**src/rtl/spec_counter_pkg.sv**
```systemverilog
// Shared types and default parameters for the push-button counter with LED readout.
package spec_counter_pkg;

  typedef enum logic [1:0] {
    STEP  = 2'd0,
    RUN   = 2'd1,
    PAUSE = 2'd2
  } state_t;

  // Debug view of the control path, exported through the interface.
  typedef struct packed {
    state_t state;
    logic   clear_pressed;
    logic   count_pressed;
    logic   clear_event;
    logic   count_event;
  } dbg_t;

  localparam int DEF_WIDTH           = 8;
  localparam int DEF_LED_COUNT       = 4;
  localparam int DEF_DEBOUNCE_CYCLES = 500000;
  localparam int DEF_PRESCALE        = 20000000;

endpackage

```
**src/rtl/spec_counter_led_if.sv**
```systemverilog
// Board-facing signals of the counter: raw buttons/switches in, counter, LEDs and status out.
// Inputs are plain levels with no handshake; the master side drives them and samples the outputs.
interface spec_counter_led_if
  import spec_counter_pkg::*;
#(
  parameter int WIDTH     = DEF_WIDTH,
  parameter int LED_COUNT = DEF_LED_COUNT
) ();

  logic                 clear_i;
  logic                 count_i;
  logic                 mode_i;
  logic                 dir_i;
  logic [WIDTH-1:0]     count_o;
  logic [LED_COUNT-1:0] led_o;
  logic                 run_o;
  dbg_t                 dbg;

  modport master (
    output clear_i, count_i, mode_i, dir_i,
    input  count_o, led_o, run_o, dbg
  );

  modport slave (
    input  clear_i, count_i, mode_i, dir_i,
    output count_o, led_o, run_o, dbg
  );

endinterface

```
**src/rtl/spec_counter_led_debounce.sv**
```systemverilog
// Active-low button conditioner: 2-flop synchronizer, stability counter, debounced level
// and a single-cycle press pulse on the released->pressed transition.
module button_debounce
  import spec_counter_pkg::*;
#(
  parameter int DEBOUNCE_CYCLES = DEF_DEBOUNCE_CYCLES
) (
  input  logic clock_i,
  input  logic reset_i,
  input  logic button_i,
  output logic level_o,
  output logic press_o
);

  localparam int CW = (DEBOUNCE_CYCLES > 1) ? $clog2(DEBOUNCE_CYCLES) : 1;
  localparam logic [CW-1:0] CNT_MAX = CW'(DEBOUNCE_CYCLES - 1);

  logic [1:0]    sync_q;
  logic [1:0]    fill_q;
  logic [CW-1:0] stable_cnt_q;
  logic          level_q;
  logic          prev_q;
  logic          armed_q;
  logic          press_q;

  always_ff @(posedge clock_i) begin
    if (reset_i) begin
      sync_q       <= 2'b11;
      fill_q       <= 2'b00;
      stable_cnt_q <= '0;
      level_q      <= 1'b1;
      prev_q       <= 1'b1;
      armed_q      <= 1'b0;
      press_q      <= 1'b0;
    end else begin
      sync_q <= {sync_q[0], button_i};
      fill_q <= {fill_q[0], 1'b1};
      // A button held through reset must be seen released before it may raise an event.
      if (fill_q[1] && sync_q[1]) armed_q <= 1'b1;
      if (sync_q[1] != level_q) begin
        if (stable_cnt_q == CNT_MAX) begin
          level_q      <= sync_q[1];
          stable_cnt_q <= '0;
        end else begin
          stable_cnt_q <= stable_cnt_q + CW'(1);
        end
      end else begin
        stable_cnt_q <= '0;
      end
      prev_q  <= level_q;
      press_q <= armed_q & prev_q & ~level_q;
    end
  end

  assign level_o = level_q;
  assign press_o = press_q;

endmodule

```
**src/rtl/spec_counter_led.sv**
```systemverilog
// Step / free-run up-down counter driven by debounced push-buttons, with an active-low
// LED view of the counter's top bits.
module spec_counter_led
  import spec_counter_pkg::*;
#(
  parameter int WIDTH           = DEF_WIDTH,
  parameter int LED_COUNT       = DEF_LED_COUNT,
  parameter int DEBOUNCE_CYCLES = DEF_DEBOUNCE_CYCLES,
  parameter int PRESCALE        = DEF_PRESCALE
) (
  input  logic               clock_i,
  input  logic               reset_i,
  spec_counter_led_if.slave  bus
);

  localparam int PW = (PRESCALE > 1) ? $clog2(PRESCALE) : 1;
  localparam logic [PW-1:0] PRESC_MAX = PW'(PRESCALE - 1);

  logic clear_level, clear_press, count_level, count_press;

  button_debounce #(.DEBOUNCE_CYCLES(DEBOUNCE_CYCLES)) u_clear_db (
    .clock_i (clock_i),
    .reset_i (reset_i),
    .button_i(bus.clear_i),
    .level_o (clear_level),
    .press_o (clear_press)
  );

  button_debounce #(.DEBOUNCE_CYCLES(DEBOUNCE_CYCLES)) u_count_db (
    .clock_i (clock_i),
    .reset_i (reset_i),
    .button_i(bus.count_i),
    .level_o (count_level),
    .press_o (count_press)
  );

  logic [1:0]           mode_sync_q, dir_sync_q;
  state_t               state_q;
  logic                 run_q;
  logic [PW-1:0]        presc_q;
  logic [WIDTH-1:0]     count_q;
  logic [LED_COUNT-1:0] led_q;
  logic                 mode_s, dir_s, clear_hold, tick, step;

  assign mode_s     = mode_sync_q[1];
  assign dir_s      = dir_sync_q[1];
  assign clear_hold = ~clear_level;
  assign tick       = (state_q == RUN) && (presc_q == PRESC_MAX);
  assign step       = tick || ((state_q == STEP) && count_press);

  always_ff @(posedge clock_i) begin
    if (reset_i) begin
      mode_sync_q <= 2'b00;
      dir_sync_q  <= 2'b11;
    end else begin
      mode_sync_q <= {mode_sync_q[0], bus.mode_i};
      dir_sync_q  <= {dir_sync_q[0], bus.dir_i};
    end
  end

  // Leaving free-run via the mode switch wins over any press in the same cycle.
  always_ff @(posedge clock_i) begin
    if (reset_i) begin
      state_q <= STEP;
      run_q   <= 1'b0;
    end else if (!mode_s) begin
      state_q <= STEP;
      run_q   <= 1'b0;
    end else begin
      case (state_q)
        STEP: begin
          state_q <= RUN;
          run_q   <= 1'b1;
        end
        RUN: if (count_press) begin
          state_q <= PAUSE;
          run_q   <= 1'b0;
        end
        PAUSE: if (count_press) begin
          state_q <= RUN;
          run_q   <= 1'b1;
        end
        default: begin
          state_q <= STEP;
          run_q   <= 1'b0;
        end
      endcase
    end
  end

  // A held clear pins counter and prescaler at zero without disturbing the state machine.
  always_ff @(posedge clock_i) begin
    if (reset_i) begin
      presc_q <= '0;
      count_q <= '0;
      led_q   <= '1;
    end else begin
      led_q <= ~count_q[WIDTH-1 -: LED_COUNT];
      if (clear_hold) begin
        presc_q <= '0;
        count_q <= '0;
      end else begin
        if (step) count_q <= dir_s ? count_q + WIDTH'(1) : count_q - WIDTH'(1);
        case (state_q)
          RUN:     presc_q <= tick ? '0 : presc_q + PW'(1);
          STEP:    presc_q <= '0;
          default: presc_q <= presc_q;
        endcase
      end
    end
  end

  assign bus.count_o = count_q;
  assign bus.led_o   = led_q;
  assign bus.run_o   = run_q;

  assign bus.dbg.state         = state_q;
  assign bus.dbg.clear_pressed = ~clear_level;
  assign bus.dbg.count_pressed = ~count_level;
  assign bus.dbg.clear_event   = clear_press;
  assign bus.dbg.count_event   = count_press;

endmodule

```
**src/flat_wrapper.sv**
```systemverilog
// flat-port wrapper written by rule: the top's interface ports become plain ports
module spec_counter_led_flat import spec_counter_pkg::*;
#(
  parameter int WIDTH           = DEF_WIDTH,
  parameter int LED_COUNT       = DEF_LED_COUNT,
  parameter int DEBOUNCE_CYCLES = DEF_DEBOUNCE_CYCLES,
  parameter int PRESCALE        = DEF_PRESCALE
)
  (clock_i, reset_i, bus_clear_i, bus_count_i, bus_mode_i, bus_dir_i, bus_count_o, bus_led_o, bus_run_o, bus_dbg);
  spec_counter_led_if #(.WIDTH(WIDTH), .LED_COUNT(LED_COUNT)) bus_i ();
  input  logic clock_i;
  input  logic reset_i;
  input wire logic [$bits(bus_i.clear_i)-1:0] bus_clear_i;
  input wire logic [$bits(bus_i.count_i)-1:0] bus_count_i;
  input wire logic [$bits(bus_i.mode_i)-1:0] bus_mode_i;
  input wire logic [$bits(bus_i.dir_i)-1:0] bus_dir_i;
  output wire logic [$bits(bus_i.count_o)-1:0] bus_count_o;
  output wire logic [$bits(bus_i.led_o)-1:0] bus_led_o;
  output wire logic [$bits(bus_i.run_o)-1:0] bus_run_o;
  output wire logic [$bits(bus_i.dbg)-1:0] bus_dbg;
  assign bus_i.clear_i = bus_clear_i;
  assign bus_i.count_i = bus_count_i;
  assign bus_i.mode_i = bus_mode_i;
  assign bus_i.dir_i = bus_dir_i;
  assign bus_count_o = bus_i.count_o;
  assign bus_led_o = bus_i.led_o;
  assign bus_run_o = bus_i.run_o;
  assign bus_dbg = bus_i.dbg;
  spec_counter_led #(.WIDTH(WIDTH), .LED_COUNT(LED_COUNT), .DEBOUNCE_CYCLES(DEBOUNCE_CYCLES), .PRESCALE(PRESCALE)) u_core (.clock_i(clock_i), .reset_i(reset_i), .bus(bus_i));
endmodule
```
**config.mk**
```make
export PLATFORM = sky130hd
export DESIGN_NAME = spec_counter_led_flat
export DESIGN_NICKNAME = d
export VERILOG_FILES = /design/src/rtl/spec_counter_pkg.sv /design/src/rtl/spec_counter_led_if.sv /design/src/rtl/spec_counter_led_debounce.sv /design/src/rtl/spec_counter_led.sv /design/src/flat_wrapper.sv
export SDC_FILE = /design/constraint.sdc
export NUM_CORES = 1
export LEC_CHECK = 0
export CAP_MARGIN = 20
export CORE_ASPECT_RATIO = 0.7
export CORE_MARGIN = 2
export CORE_UTILIZATION = 30
export CTS_BUF_LIST = sky130_fd_sc_hd__clkbuf_8
export DETAILED_ROUTE_END_ITERATION = 8
export GPL_TIMING_DRIVEN = 0
export PLACE_DENSITY_LB_ADDON = 0.05
export SKIP_LAST_GASP = 1
export SLEW_MARGIN = 20
export SYNTH_ARGS = -nofsm -noshare
export SYNTH_HDL_FRONTEND = slang
export SYNTH_SLANG_ARGS = --single-unit
```
**constraint.sdc**
```tcl
create_clock -name clock_i -period 1.9 [get_ports clock_i]
set_input_delay 0.38 -clock clock_i [delete_from_list [all_inputs] [get_ports clock_i]]
set_output_delay 0.38 -clock clock_i [all_outputs]
set_load 0.05 [all_outputs]
```
## Word level (Yosys, flattened, before mapping)

Index checks and enable logic that the tools add are counted.

- Logic and storage cells: 72
- Bits of input ports: 6
- Register bits after elaboration: 98
- Output and inout bits: 19

- Bitwise operators: 10
- Add/sub/neg operators: 5
- Reductions and logical operators: 14
- Equality and inequality tests: 9
- Multiplexer cells: 11

Operator list:

| kind | number |
|---|---|
| 25-bit one-hot mux with 2 select lines | 1 |
| 19-bit by 1-bit adder with 19-bit output, second input constant | 2 |
| 19-bit equality test, second input constant | 2 |
| 25-bit by 1-bit adder with 25-bit output, second input constant | 1 |
| 25-bit equality test, second input constant | 1 |
| 25-bit 2-to-1 mux | 1 |
| 8-bit by 1-bit adder with 8-bit output, second input constant | 1 |
| 8-bit 2-to-1 mux | 1 |
| 8-bit by 1-bit subtractor with 8-bit output, second input constant | 1 |
| 2-bit one-hot mux with 3 select lines | 1 |
| 2-bit AND reduction | 3 |
| 3-bit OR reduction | 2 |
| 1-bit inverter | 5 |
| 1-bit AND | 4 |
| 1-bit logical AND | 4 |
| 1-bit 2-to-1 mux | 4 |
| 2-bit 2-to-1 mux | 2 |
| 2-bit inequality test, second input constant | 2 |
| 4-bit inverter | 1 |
| 2-bit OR reduction | 2 |
| 1-bit one-hot mux with 3 select lines | 1 |
| 2-bit by 1-bit equality test with 1-bit output, second input constant | 1 |
| 2-bit equality test, second input constant | 1 |
| 2-bit logical NOT | 1 |
| 3 further kinds | 4 |

## Longest topological paths before layout

Gate-level depths: netlist (run 1).

- Word-level depth: 4
- Depth in mapped cells: 8
- Depth with buffers taken out: 7

## By module

From an unflattened synthesis (run 1), not the netlist that was laid out.

- Cell total of the unflattened synthesis: 516
- Area total of the unflattened synthesis: 4536.9 sq um

Modules (own cells, without submodules):

| module | sequential area each (sq um) | area each (sq um) | cells each | instances |
|---|---|---|---|---|
| spec_counter_led | 860.8 | 2337.2 | 282 | 1 |
| button_debounce | 540.5 | 1099.8 | 117 | 2 |

## Least setup slack after synthesis (run 1)

Ideal clock, no wire load.

- Kind: reg2reg
- Start: reg u_core.count_q[5] (netlist: u_core.bus.count_o[5])
- End: reg u_core.count_q[7] (netlist: u_core.bus.count_o[7])
- Buffers on the path: 0
- Cell stages (with the launch flop): 7
- Period minus slack after synthesis: 2.061 ns
- Required time: 1.838 ns
- Arrival: 1.999 ns
- Path slack: -0.161 ns
- Setup time: 0.062 ns
- Cells stage by stage: dfxtp_1 ha_1 or2_2 a21o_1 a2111oi_0 o21ai_1 nand2_1

- Longest elaborated chain between the ends: 2
- Elaborated cells on any way between the ends: 3
- Those cells by class: add/sub (2); mux (1)

RTL lines:

| item | line | RTL |
|---|---|---|
| start: declaration | spec_counter_led.sv:41 | `logic [WIDTH-1:0] count_q;` |
| start signal: assignment | spec_counter_led.sv:103 | `if (step) count_q <= dir_s ? count_q + WIDTH'(1) : count_q - WIDTH'(1);` |
| 8-bit by 1-bit subtractor with 8-bit output / 8-bit by 1-bit adder with 8-bit output (equally long branches) | spec_counter_led.sv:103 |  |
| 8-bit 2-to-1 mux * | spec_counter_led.sv:103 |  |

Every way passes the cells marked *; elsewhere a longest branch is shown, timed or not.
A chain may end at the register's enable or synchronous reset.

## Final worst setup path (run 1)

- Start: reg u_core.presc_q[15]
- End: reg u_core.presc_q[3]

- Longest elaborated chain between the ends: 4

RTL lines:

| item | line | RTL |
|---|---|---|
| start: declaration | spec_counter_led.sv:40 | `logic [PW-1:0] presc_q;` |
| start signal: assignment | spec_counter_led.sv:105 | `RUN: presc_q <= tick ? '0 : presc_q + PW'(1);` |
| start signal: assignment | spec_counter_led.sv:107 | `default: presc_q <= presc_q;` |
| 25-bit equality test | spec_counter_led.sv:48 | `assign tick = (state_q == RUN) && (presc_q == PRESC_MAX);` |
| 1-bit logical AND | spec_counter_led.sv:48 |  |
| 25-bit 2-to-1 mux | spec_counter_led.sv:105 |  |
| 25-bit one-hot mux with 2 select lines | spec_counter_led.sv:104 | `case (state_q)` |

Every way passes these cells.

==> metrics.yaml, run 1 <==
period_share_pct: 108
ios: 25
ys_seq_area_share_pct: 43.1
rrSetupSlack_ns: -0.15
root_buffer: "clkbuf_8"
outcome: "finished, violations left"
fp.dieW_um: 149
syn_area_per_cell_um2: 8.52
use_met1_pct: 22.7
holdCritPathClass: "flip-flop to flip-flop"
grt_pass1_wl_um: 18300
setup_viol_count_final: 31
die_h_um: 105
post_drt_wl_per_cell_um: 14.4
syn_inst: 518
place_ws_ns: -0.787
tritoncts: "done"
critPathLaunchType: "flip-flop"
drive_gt1_share_pct: 18.7
grt_usage_pct: 14.8
insertion_delay_ns: 0.38
antenna_found_initial: 0
leakagePower_uw: 0.00188
grt_max_degree: 19
fp.coreArea_um2: 14500
cts_sinks: 95
synth_cell_types: 52
synth_top_cell_area_share_pct: 43.1
finalWeightedCongestion: 0.797
synth-main-ff-cell: "dfxtp_1"
placed_cells_incl_taps: 737
rsz0062_at_grt: "true"
drv_cap: 0
worst_pin_slew_ns: 0.698
drtIter0Drc: 213
ant_nets: 0
multi_input_area_um2: 2550
port_buffers: 24
cts_hold_buf: 0
synth_top_area_cell: "dfxtp_1"
crit_path_end_kind: "flip-flop"
ff_latch_area_um2: 1920
arrival_ns: 2.29
synth-edff-count: 0
required_ns: 2.14
yosysMostFrequentCell: "dfxtp_1"
fin_ws_ns: -0.152
syn_area_um2: 4410
setup_tns_ns: -2.83
drt_wl_total_um: 11100
slew-limit-headroom_pct: 53.1
finalNonFillerCells: 766
cts-htree-levels: 3
busiest_layer: "met1"
slew_viol_final: 0
fillers: 1527
grt.overflow.total: 0
clkSlewWorstSetupHoldPaths_ns: 0.10
rows: 37
hpwlAfterDp_um: 7530
cts_buffer_depth: 2
synth.area.top_cells: "dfxtp_1 43%, nor2_1 6.4%, nand2_1 5.5%"
min_to: "u_core.dir_sync_q[1]"
worst_clock_skew_ns: 0.00989
violations: "setup timing"
fmax_mhz: 487
first_pass_iters: 4
antenna_cells: 0
start_util_pct: 30.4
utilization_pct: 37.7
hold_viol: 0
critPathKind: "flip-flop to flip-flop"
vdd_drop_max_v: 0.000419
reg2reg_to: "u_core.presc_q[3]"
async_reset_ff_share_pct: 0
syn2layout_area_growth_pct: 24.2
use_met2_pct: 20.2
cts_made_buffers: 9
synth_seq_cells: 95
min_from: "u_core.dir_sync_q[0]"
rr_startpoint: "u_core.presc_q[15]"
gr-usage-met3_pct: 4.03
vias: 3767
layout.nets: 582
reg2reg_depth: 6
final_area_um2: 5480
syn_nets: 534
vias_per_cell: 4.92
place_area_um2: 4900
die-area_um2: 15700
ys.warnings.count: 0
power_density_nw_per_um2: 654
grt_pass1_vias: 3447
synth_common_cells: "95 x dfxtp_1, 75 x nor2_1, 65 x nand2_1"
drc: 0
critPathMaxFanout: 7
layout_min_cycle_time_ns: 2.05
holdPathStages: 1
==> per-stage QoR <==
stage | power (µW) | hold WS [ns]
floorplan | 2130 | 0.389
global placement | 2170 | 0.395
detailed placement | 2170 | 0.394
CTS | 3640 | 0.423
global route | 3760 | 0.438
finish | 3580 | 0.421
==> placed cells by master, fill, tap and decap left out, types with 6 or more instances in the layout <==
master,netlist,layout
nand3_1,28,27
nor3_1,10,8
clkbuf_1,10,7
xor2_1,19,19
nand2_1,65,64
ha_1,9,6
dlygate4sd2_1,0,13
nand4_1,15,15
nor2b_1,7,7
a21oi_1,20,17
nor2_1,75,73
or2_2,8,8
xnor2_1,21,20
clkbuf_8,0,9
a311oi_1,17,16
inv_1,14,13
buf_4,4,22
mux2i_1,8,8
and4_1,7,6
and3_1,9,9
dfxtp_1,95,84
dfxtp_2,0,10
==> state kept, by name, summed over array words and instances (netlist names), 2 cells and up <==
| signal | flops |
|---|---|
| u_core.dir_sync_q | 2 |
| u_core.u_clear_db.sync_q | 2 |
| u_core.u_clear_db.stable_cnt_q | 19 |
| u_core.presc_q | 25 |
| u_core.state_q | 2 |
| u_core.u_count_db.sync_q | 2 |
| u_core.bus.count_o | 8 |
| u_core.u_count_db.stable_cnt_q | 19 |
| u_core.bus.led_o | 4 |
| u_core.mode_sync_q | 2 |
==> critical path, stage by stage (launching register included) <==
cell      delay, ns
dfxtp_2        0.33
or4b_4         0.55
nor4_4         0.40
a21oi_4        0.16
buf_6          0.18
a41oi_1        0.22
a311oi_1       0.07
==> what timing repair did <==
| action | 4_1_cts | 5_1_grt |
|---|---|---|
| pin swaps | 8 | 12 |
| resized for setup | 51 | 50 |
| endpoints found under the setup margin | 69 | 57 |
| hold endpoints to repair | 0 | 0 |
| buffers inserted | 6 | 8 |
| cloned | 1 | 1 |
==> kinds of logic (layout without fill, tap and decap cells) <==
family	count (synthesis)	count (layout)	synth area share, %
adders and majority gates	10	10	3.01
xor gates and xnor gates	40	40	7.94
AOI/OAI and AO/OA	75	75	11.9
buffers and inverters	39	92	4.05
and+or+nand+nor	251	251	28.2
DFF	95	95	43.1
muxes	8	8	1.81
==> layout make-up <==
cell class / count / area share [%]
Sequential cell: 95 / 35.0
Buffer: 22 / 2.85
Multi-Input combinational cell: 384 / 46.5
Clock buffer: 9 / 2.26
Inverter: 14 / 0.959
Timing Repair Buffer: 40 / 6.37
Clock inverter: 7 / 1.55
Tap cell: 195 / 4.45
==> per-layer routing <==
layer,part of all wire (%),wire length (µm)
met5,0,0
met2,41,4570
met4,0.79,87
met3,3.6,398
met1,54,6000
==> how the worst max path moves through the flow <==
stage / startpoint / end
floorplan: u_core.bus.count_o[0] / u_core.bus.count_o[6]
global placement: reset_i / u_core.bus.count_o[5]
detailed placement: reset_i / u_core.bus.count_o[4]
CTS: u_core.presc_q[16] / u_core.bus.count_o[3]
global route: u_core.presc_q[15] / u_core.presc_q[3]
finish: u_core.presc_q[15] / u_core.presc_q[3]
==> where the power goes <==
part / switching [µW] / internal (µW)
logic: 76.5 / 47.1
clock network: 808 / 639
registers: 9.78 / 2000
total: 894 / 2690
No activity file was read; power rests on OpenSTA's default activity.
==> run 2: changes to the inputs <==
--- a/config.mk
+++ b/config.mk
@@ -17,4 +17,5 @@
 export SLEW_MARGIN = 20
 export SYNTH_ARGS = -nofsm -noshare
 export SYNTH_HDL_FRONTEND = slang
+export SYNTH_HIERARCHICAL = 1
 export SYNTH_SLANG_ARGS = --single-unit
==> metrics.yaml, run 2 <==
hold_viol: 0  # unchanged
fp.coreArea_um2: 14700  # was 14,500 µm²
grt_usage_pct: 15.1  # was 14.8%
syn_nets: 532  # was 534
antenna_found_initial: 0  # unchanged
synth-main-ff-cell: "dfxtp_1"  # unchanged
yosysMostFrequentCell: "dfxtp_1"  # unchanged
root_buffer: "clkbuf_8"  # unchanged
cts-htree-levels: 3  # unchanged
setup_tns_ns: -1.63  # was -2.83 ns
synthAdderAreaFrac_pct: 2.92  # was 3.01%
cts_hold_buf: 0  # unchanged
synth_cell_types: 59  # was 52
drtIter0Drc: 202  # was 213
syn2layout_area_growth_pct: 27.3  # was 24.2%
fp.dieW_um: 151  # was 149 µm
die_h_um: 107  # was 105 µm
clkSlewWorstSetupHoldPaths_ns: 0.10  # about the same
fin_ws_ns: -0.133  # was -0.152 ns
syn_area_per_cell_um2: 8.79  # was 8.52 µm²
period_share_pct: 107  # was 108%
ios: 25  # unchanged
grt_pass1_vias: 3787  # was 3,447
drv_cap: 0  # unchanged
cts_buffer_depth: 2  # unchanged
fmax_mhz: 492  # was 487 MHz
drc: 0  # unchanged
vdd_drop_max_v: 0.000303  # was 0.000419 V
tritoncts: "done"  # unchanged
critPathLaunchType: "flip-flop"  # unchanged
synth.area.mux_share_pct: 1.99  # was 1.81%
insertion_delay_ns: 0.37  # was 0.38 ns
violations: "setup timing"  # unchanged
synth_seq_cells: 97  # was 95
required_ns: 2.16  # was 2.14 ns
setup_viol_count_final: 30  # was 31
whs_ns: 0.422  # was 0.421 ns
ant_nets: 0  # unchanged
outcome: "finished, violations left"  # unchanged
layout_common_cells: "71 x dfxtp_1, 70 x nor2_1, 30 x nand2_1"  # was 84 x dfxtp_1, 73 x nor2_1, 64 x nand2_1
final_common_cell: "dfxtp_1"  # unchanged
grt_max_degree: 19  # unchanged
syn_inst: 516  # was 518
grt_pass1_wl_um: 19200  # was 18,300 µm
grt.overflow.total: 0  # unchanged
arrival_ns: 2.30  # was 2.29 ns
holdCritPathClass: "flip-flop to flip-flop"  # unchanged
critPathKind: "flip-flop to flip-flop"  # unchanged
vias_per_cell: 4.96  # was 4.92
largest_reg_flops: 25  # unchanged
slew_viol_final: 0  # unchanged
synth.area.top_cells: "dfxtp_1 43%, nor2_1 6.0%, xnor2_1 5.4%"  # was dfxtp_1 43%, nor2_1 6.4%, nand2_1 5.5%
worst_pin_slew_ns: 0.631  # was 0.698 ns
synth_top_area_cell: "dfxtp_1"  # unchanged
ys_seq_area_share_pct: 42.8  # was 43.1%
cts_made_buffers: 9  # unchanged
rsz0062_at_grt: "true"  # unchanged
slew-limit-headroom_pct: 57.6  # was 53.1%
synth_compound_area_share_pct: 11.7  # was 11.9%
hpwlAfterDp_um: 7500  # was 7530 µm
yosys.area_share.simple_pct: 29.0  # was 28.2%
synth_common_cells: "97 x dfxtp_1, 73 x nor2_1, 31 x nand2_1"  # was 95 x dfxtp_1, 75 x nor2_1, 65 x nand2_1
final_area_um2: 5780  # was 5480 µm²
finalWeightedCongestion: 0.762  # was 0.797
cts_sinks: 97  # was 95
crit_path_end_kind: "flip-flop"  # unchanged
vias: 3834  # was 3,767
synth-xor-area-share_pct: 7.53  # was 7.94%
worst_clock_skew_ns: 0.0127  # was 0.00989 ns
drt_wl_total_um: 11200  # was 11,100 µm
syn_area_um2: 4540  # was 4410 µm²
port_buffers: 24  # unchanged
rows: 37  # unchanged
async_reset_ff_share_pct: 0  # unchanged
layout_min_cycle_time_ns: 2.03  # was 2.05 ns
start_util_pct: 30.8  # was 30.4%
die-area_um2: 16100  # was 15,700 µm²
top_regs: "u_core/presc_q (25), u_core/u_clear_db/stable_cnt_q (19), u_core/u_count_db/stable_cnt_q (19)"  # was u_core.presc_q (25), u_core.u_clear_db.stable_cnt_q (19), u_core.u_count_db.stable_cnt_q (19)
synth_top_cell_area_share_pct: 42.8  # was 43.1%
synth-edff-count: 0  # unchanged
first_pass_iters: 4  # unchanged
critPathMaxFanout: 7  # unchanged
place_area_um2: 5070  # was 4900 µm²
top_register: "u_core/presc_q"  # was u_core.presc_q
antenna_cells: 0  # unchanged
synth_top_family_by_area: "simple AND/OR/NAND/NOR gates"  # unchanged
fillers: 1536  # was 1,527
ys.warnings.count: 6  # was 0
power_density_nw_per_um2: 613  # was 654 nW/µm²
drive_gt1_share_pct: 23.7  # was 18.7%
post_drt_wl_per_cell_um: 14.6  # was 14.4 µm
leakagePower_uw: 0.00204  # was 0.00188 µW
layout.nets: 591  # was 582
run 2: cell types whose count changed after synthesis, sizes merged, moves of 8 or more:
cell / before / now
a311oi: 17 / 4
inv: 14 / 27
nand2: 65 / 31
xor2: 19 / 11
run 2: layer usage:
layer,up-vias,routed length (µm),part of all wire (%),global-route usage [%]
met5,-,0,0,0
met4,0,103,0.92,3.47
met3,8,429,3.8,3.87
met2,57,4700,42,22.1
met1,1819,6010,53,22.0
li1,1950,-,-,-
run 2: kinds of logic after synthesis:
| family | Yosys count |
|---|---|
| AOI/OAI and AO/OA | 75 |
| xor gates and xnor gates | 39 |
| muxes | 9 |
| adders and majority gates | 10 |
| DFF | 97 |
| and+or+nand+nor | 245 |
| buffers and inverters | 41 |
run 2: layout make-up:
class | instances | area [µm²] | area share [%]
multi-input combinational | 379 | 2700 | 46.7
sequential | 97 | 1990 | 34.4
timing repair buffer | 49 | 449 | 7.78
tap | 195 | 244 | 4.22
clock buffer | 11 | 151 | 2.62
inverter | 27 | 104 | 1.80
buffer | 12 | 96.3 | 1.67
clock inverter | 3 | 42.5 | 0.737
run 2: metrics by stage:
stage / instances / setup WS [ns] / total power (µW) / util, %
floorplan: 516 / -0.0178 / 2170 / -
detailed placement: 735 / -1.06 / 2210 / 34.4
global placement: 735 / -1.02 / 2210 / 34.4
global route: 773 / -0.200 / 3710 / 39.2
finish: 773 / -0.133 / 3540 / 39.2
CTS: 773 / -0.113 / 3610 / 38.4
run 2: worst paths after layout:
kind | endpoint | slack (ns) | cells past startpoint | from
max | u_core/presc_q[11] | -0.13 | 5 | u_core/presc_q[19]
min | u_core/dir_sync_q[1] | 0.42 | 1 | u_core/dir_sync_q[0]
max reg2reg | u_core/presc_q[11] | -0.13 | 5 | u_core/presc_q[19]
min reg2reg | u_core/dir_sync_q[1] | 0.42 | 1 | u_core/dir_sync_q[0]
run 2: power by group:
part,switching [µW],internal [µW],total (µW)
clock network,707,665,1370
registers,10.3,2040,2050
logic,67.0,52.6,120
total,784,2760,3540
run 2: repair_timing:
item,4_1_cts,5_1_grt
buffers inserted,21,0
cloned,5,0
endpoints found under the hold margin,0,0
pin swaps,29,6
setup endpoints to repair,88,73
gates resized for setup,78,31
run 2: worst max-delay path: stages, from the launching register on:
cell      delay (ns)
dfxtp_4         0.36
or4_4           0.52
nor4_4          0.40
a211oi_4        0.19
and3_1          0.21
a221o_1         0.25
